$ cat config.mk
export PLATFORM = sky130hd
export DESIGN_NAME = chirp_sweeper
export DESIGN_NICKNAME = d
export VERILOG_FILES = /design/src/rtl/nco_pkg.sv /design/src/rtl/dwell_timer.sv /design/src/rtl/chirp_sweeper.sv
export SDC_FILE = /design/constraint.sdc
export NUM_CORES = 1
export LEC_CHECK = 0
export ABC_AREA = 1
export BUFFER_PORTS_ARGS = -buffer_cell sky130_fd_sc_hd__buf_2
export CELL_PAD_IN_SITES_DETAIL_PLACEMENT = 1
export CELL_PAD_IN_SITES_GLOBAL_PLACEMENT = 1
export CORE_MARGIN = 2
export CORE_UTILIZATION = 45
export CTS_CLUSTER_DIAMETER = 30
export DETAILED_ROUTE_END_ITERATION = 16
export GPL_TIMING_DRIVEN = 0
export PLACE_DENSITY = 0.95
export SLEW_MARGIN = 20
export SYNTH_ARGS = -nofsm -noshare
export SYNTH_HDL_FRONTEND = slang
export SYNTH_SLANG_ARGS = --single-unit
$ cat constraint.sdc
create_clock -name clk -period 7.1 [get_ports clk]
set_input_delay 0.355 -clock clk [delete_from_list [all_inputs] [get_ports clk]]
set_output_delay 0.355 -clock clk [all_outputs]
set_load 0.03 [all_outputs]
$ cat src/rtl/nco_pkg.sv
// nco_pkg: state encoding and default word width shared by the NCO and its sweep controller.
package nco_pkg;
    localparam int DEFAULT_STEP_SIZE = 16;
    typedef enum logic [2:0] {IDLE, UP, UP_LAST, DOWN, DOWN_LAST} sweep_state_t;
endpackage

$ cat src/rtl/dwell_timer.sv
// dwell_timer: counts 0..dwell while enabled and flags the terminal count so the caller can advance.
module dwell_timer #(
    parameter int DWELL_WIDTH = 16
) (
    input  logic                   clk,
    input  logic                   rst,
    input  logic                   clr,
    input  logic                   en,
    input  logic [DWELL_WIDTH-1:0] dwell,
    output logic                   tc
);
    logic [DWELL_WIDTH-1:0] cnt;
    assign tc = cnt == dwell;
    always_ff @(posedge clk or negedge rst) begin
        if (!rst) cnt <= '0;
        else if (clr) cnt <= '0;
        else if (en) cnt <= tc ? '0 : cnt + 1'b1;
    end
endmodule

$ cat src/rtl/chirp_sweeper.sv
// chirp_sweeper: stepped linear frequency sweep driving the NCO step word, with dwell per frequency.
// Define CHIRP_SWEEPER_TRIANGLE_EN to ramp back down to f_start after reaching f_stop.
module chirp_sweeper
    import nco_pkg::*;
#(
    parameter int STEP_SIZE   = DEFAULT_STEP_SIZE,
    parameter int DWELL_WIDTH = 16
) (
    input  logic                   clk,
    input  logic                   rst,
    input  logic                   start,
    input  logic                   abort,
    input  logic [STEP_SIZE-1:0]   f_start,
    input  logic [STEP_SIZE-1:0]   f_stop,
    input  logic [STEP_SIZE-1:0]   f_inc,
    input  logic [DWELL_WIDTH-1:0] dwell,
    output logic [STEP_SIZE-1:0]   step,
    output logic                   busy,
    output logic                   done
);
    sweep_state_t           state;
    logic [STEP_SIZE-1:0]   f_start_q, f_stop_q, f_inc_q;
    logic [DWELL_WIDTH-1:0] dwell_q;
    logic                   expire, ramp_ok, up_hit;
    logic [STEP_SIZE:0]     up_nxt;
    // One extra bit so the increment can never wrap past f_stop.
    assign up_nxt  = {1'b0, step} + {1'b0, f_inc_q};
    assign up_hit  = up_nxt >= {1'b0, f_stop_q};
    assign ramp_ok = (f_stop > f_start) && (f_inc != '0);
`ifdef CHIRP_SWEEPER_TRIANGLE_EN
    logic ramp_q, turn_hit, dn_hit;
    logic [STEP_SIZE:0] floor_w;
    assign floor_w  = {1'b0, f_start_q} + {1'b0, f_inc_q};
    assign ramp_q   = (f_stop_q > f_start_q) && (f_inc_q != '0);
    assign turn_hit = {1'b0, f_stop_q} <= floor_w;
    assign dn_hit   = {1'b0, step} <= floor_w;
`endif
    dwell_timer #(.DWELL_WIDTH(DWELL_WIDTH)) u_timer (
        .clk  (clk),
        .rst  (rst),
        .clr  (abort || state == IDLE),
        .en   (state != IDLE),
        .dwell(dwell_q),
        .tc   (expire)
    );
    always_ff @(posedge clk or negedge rst) begin
        if (!rst) begin
            state     <= IDLE;
            step      <= '0;
            busy      <= 1'b0;
            done      <= 1'b0;
            f_start_q <= '0;
            f_stop_q  <= '0;
            f_inc_q   <= '0;
            dwell_q   <= '0;
        end else if (abort) begin
            state <= IDLE;
            step  <= '0;
            busy  <= 1'b0;
            done  <= 1'b0;
        end else begin
            done <= 1'b0;
            case (state)
                IDLE: if (start) begin
                    f_start_q <= f_start;
                    f_stop_q  <= f_stop;
                    f_inc_q   <= f_inc;
                    dwell_q   <= dwell;
                    step      <= f_start;
                    busy      <= 1'b1;
                    state     <= ramp_ok ? UP : UP_LAST;
                end
                UP: if (expire) begin
                    step  <= up_hit ? f_stop_q : up_nxt[STEP_SIZE-1:0];
                    state <= up_hit ? UP_LAST : UP;
                end
                UP_LAST: if (expire) begin
`ifdef CHIRP_SWEEPER_TRIANGLE_EN
                    if (!ramp_q) begin
                        state <= IDLE;
                        busy  <= 1'b0;
                        done  <= 1'b1;
                    end else begin
                        step  <= turn_hit ? f_start_q : f_stop_q - f_inc_q;
                        state <= turn_hit ? DOWN_LAST : DOWN;
                    end
`else
                    state <= IDLE;
                    busy  <= 1'b0;
                    done  <= 1'b1;
`endif
                end
`ifdef CHIRP_SWEEPER_TRIANGLE_EN
                DOWN: if (expire) begin
                    step  <= dn_hit ? f_start_q : step - f_inc_q;
                    state <= dn_hit ? DOWN_LAST : DOWN;
                end
                DOWN_LAST: if (expire) begin
                    state <= IDLE;
                    busy  <= 1'b0;
                    done  <= 1'b1;
                end
`endif
                default: state <= IDLE;
            endcase
        end
    end
endmodule

==> summary by stage <==
Clock network
TritonCTS created 9 clock buffers. Clock latency on the worst-skew pair, taken at its later pin, is 360 ps. The buffer cell driving the clock tree root is clkbuf_16. The number of gates given a new drive strength after cts is 0. The H-tree was split into 3 levels. The number of clock sinks is 84.

The register clock-pin slew on the reported worst setup and hold paths is about 70 ps. TritonCTS built the clock tree. Counting along the longest clock path gives a buffer depth of 2.

Yosys
Counting distinct cell types in the post-synthesis netlist gives 40. The netlist area before placement is about 5900 µm². Ranked by instance count, the synthesized netlist is headed by nand2_1, inv_1, dfrtp_1. Summed over all instances, the cell type with the most area after synthesis is dfrtp_1.

The most common cell in the synthesized netlist is nand2_1. Yosys printed 0 warnings. After synthesis, the share of flip-flops with an asynchronous set or reset is 100%. The synthesis-stage register bit count is 84. After technology mapping, the gate count stands at ~740. For this run, the leading register cell type out of synthesis is dfrtp_1. The number of flops mapped to enable cells by yosys is 0. By area the synthesized netlist is led by dfrtp_1, ha_1, nand2_1. Averaged over all synthesized cells, the footprint is ~7.9 µm².

The top cell type's share of synthesized area is between 30% and 40%. The net count after synthesis is 859. Sequential cells were found to cover between 30% and 40% of the synthesized design area.

Worst hold path
The worst min-delay path class is input pin to flip-flop.

Final layout
The post-layout instance area is roughly 7000 µm². The area growth from synthesis to layout is 16.4%. 0 antenna diodes ended up in the layout.

The final standard cell utilization of the core is between 50% and 60%. Cells with a size suffix above 1 make up between 20% and 30% of the layout. In the final design database the tool counted 957 nets. The fill cell total of the finished layout is about 1,600.

Floorplan
86 I/O pins were placed. The initial utilization of the core area, before any placement, comes to a little under half. The floorplan step set the die width to approximately 120 µm. The area inside the core boundary is between 10,000 and 15,000 µm².

The die covers about 14,000 µm². In this run the vertical extent of the chip is about 120 µm. The number of cell rows is around 40.

Worst setup path
The sort of element at the start of the critical path is a flip-flop. The endpoint type of the worst setup path is a flip-flop. The signal on the critical path passes through ha_1 -> inv_1 -> fa_1 -> inv_1 -> nand3_1 -> nand2_1 -> nand2_1 -> nand2_1 -> nand2_1 -> nand2_1 -> xor2_1 -> inv_1 -> ha_1 -> nand2_1 -> nor2_1 -> nand3b_1 -> nand3_1 -> nand2_1 -> nand2_1 -> a21oi_2 -> buf_2 -> nand4_1 -> nand3_1 -> nand2_1.

The reg2reg setup slack is about 2900 ps. Along the worst path, the maximum fanout reaches 10. For the worst setup path, the data required time is between 7000 and 8000 ps. STA puts the critical path data arrival time at 4450 ps. The cell seen most often among critical-path stages is nand2_1. The critical path is of the flip-flop to flip-flop type. The largest single stage delay on the critical path is 410 ps. The cell with the biggest individual delay on the critical path is dfrtp_1.

Place
The detailed-placement wirelength estimate is between 10,000 and 15,000 µm. The placer congestion estimate is 0.910. In this run the cell area measured after placement is 6550 µm². In this run the tool buffered the top-level ports with 85 buffer cells.

Routing
The routed design has roughly 19,000 µm of wire. The count of nets left with antenna violations once routing finished came out at 0. Dividing the detail-routed via count by the number of cells gives 5.49. The post-detailed-route wirelength per cell is ~18 µm. The pre-antenna-repair detailed-routing pass consisted of 5 iterations. The DRC violation total after the first TritonRoute iteration is approximately 300. For this run, design rule violations remaining after detail routing come to 0. The final route contains ~5,600 vias.

Power and ir drop
Total power for the finished layout comes to 3480 µW. In this run the static leakage power is approximately 0.0036 µW. Dividing total power by cell area gives a power density of approximately 510 nW/µm². The worst supply voltage drop on vdd is around 0.19 mV.

Global route
The via count of the first global-routing pass is 5,882. The initial antenna violation count is 0. For this run the aggregate overflow at the end of global routing stands at 0. The global-route wire length before repair is 30,700 µm. The maximum number of pins on one net before global-route repair is 55. For this run, the total global-route usage over all layers was measured as 27.8%.

STA
The actual transition at the worst max-transition pin is 602 ps. Setup violations remaining at the end of the flow were counted as 0. Across all hold checks on the routed design, the worst slack comes to just over 200 ps.

Based on the critical path, the design can be clocked at up to 238 MHz. The clock arrives with ~7.6 ps of skew. Dividing the final minimum period by the clock period gives between 50% and 60%. The count of final max-slew check failures was 0. The worst pin sits at a relative slew slack of about 60%. The count of endpoints failing hold in the final timing report came to 0. Setup repair after global routing left no endpoint under its margin. The clock period could shrink to approximately 4200 ps. Setup total negative slack on the finished layout was measured at 0 ps.

Status
The run finished with clean final reports.

Run
The reported max-cap violation count is 0.
## worst max-delay path: cells and delay by family, from the launching register on
kind                     cells  cell delay (ps)
adder cells (fa/ha/maj)      3              960
XOR/XNOR                     1              270
buffers and inverters        4              570
AND/OR/NAND/NOR             15             1440
flip-flops                   1              410
AO/OA/AOI/OAI                1              400
## registers in the layout, indices dropped and copies added, names as in the netlist
register / flops
busy: 1
state: 2
done: 1
u_timer.cnt: 16
dwell_q: 16
step: 16
f_stop_q: 16
f_inc_q: 16
## where the power goes
group / switching (µW) / leakage (µW) / internal, µW
clock network: 222 / 0.000136 / 250
logic: 1450 / 0.00246 / 748
registers: 147 / 0.00103 / 665
## cell type report
type	count	area (µm²)	area share, %
inverters	102	383	5.59
well taps	172	215	3.14
flip-flops and latches	84	2100	30.7
clock inverters	6	46.3	0.676
repair buffers	87	465	6.80
plain buffers	22	128	1.86
clock buffers	10	239	3.49
multi-input cells	533	3270	47.7
## kinds of logic (layout without fill, tap and decap cells)
kind of cell | after synthesis | count (layout) | share of synthesized area (%)
muxes | 29 | 29 | 5.55
AOI/OAI and AO/OA | 91 | 91 | 8.21
and+or+nand+nor | 337 | 337 | 27.2
buffers and inverters | 124 | 227 | 8.68
adders and majority gates | 50 | 50 | 10.8
xor gates and xnor gates | 26 | 26 | 3.87
DFF | 84 | 84 | 35.7
## per-stage QoR
stage | instances | worst slack, ps
6_report | 1016 | 2890
5_1_grt | 1016 | 2590
4_1_cts | 1016 | 2950
3_5_place_dp | 999 | 3080
3_3_place_gp | 998 | 3370
2_1_floorplan | 741 | 3740
## cell usage in the layout, fill, tap and decap left out, types with 10 or more instances in the layout
cell / instances
ha_1: 49
buf_2: 90
nor2_1: 60
nand4_1: 25
a21oi_1: 51
clkbuf_1: 10
xor2_1: 22
nand3_1: 57
inv_1: 99
o21ai_0: 29
nand2_1: 147
mux2_2: 20
dfrtp_1: 84
nor2_2: 18
## timing repair
action	4_1_cts	5_1_grt
hold buffers	1	0
setup buffers	0	0
endpoints found under the hold margin	30	0
## layer usage
layer | GRT usage [%] | vias up | share of wire [%]
met5 | 0 | - | 0
met4 | 10.5 | 0 | 2.1
met3 | 3.96 | 28 | 4.5
met2 | 47.6 | 149 | 50
met1 | 35.4 | 2763 | 44
li1 | - | 2633 | -
## final timing paths
| path | cells after the start | end | startpoint |
|---|---|---|---|
| min reg2reg | 2 | busy | busy |
| min in group asynchronous | 2 | f_stop_q[12] | rst |
| min | 2 | dwell_q[9] | dwell[9] |
| max | 24 | step[8] | step[0] |
| max reg2reg | 24 | step[8] | step[0] |
| max in group asynchronous | 3 | f_inc_q[14] | rst |
Power figures use the tool's default switching activity.
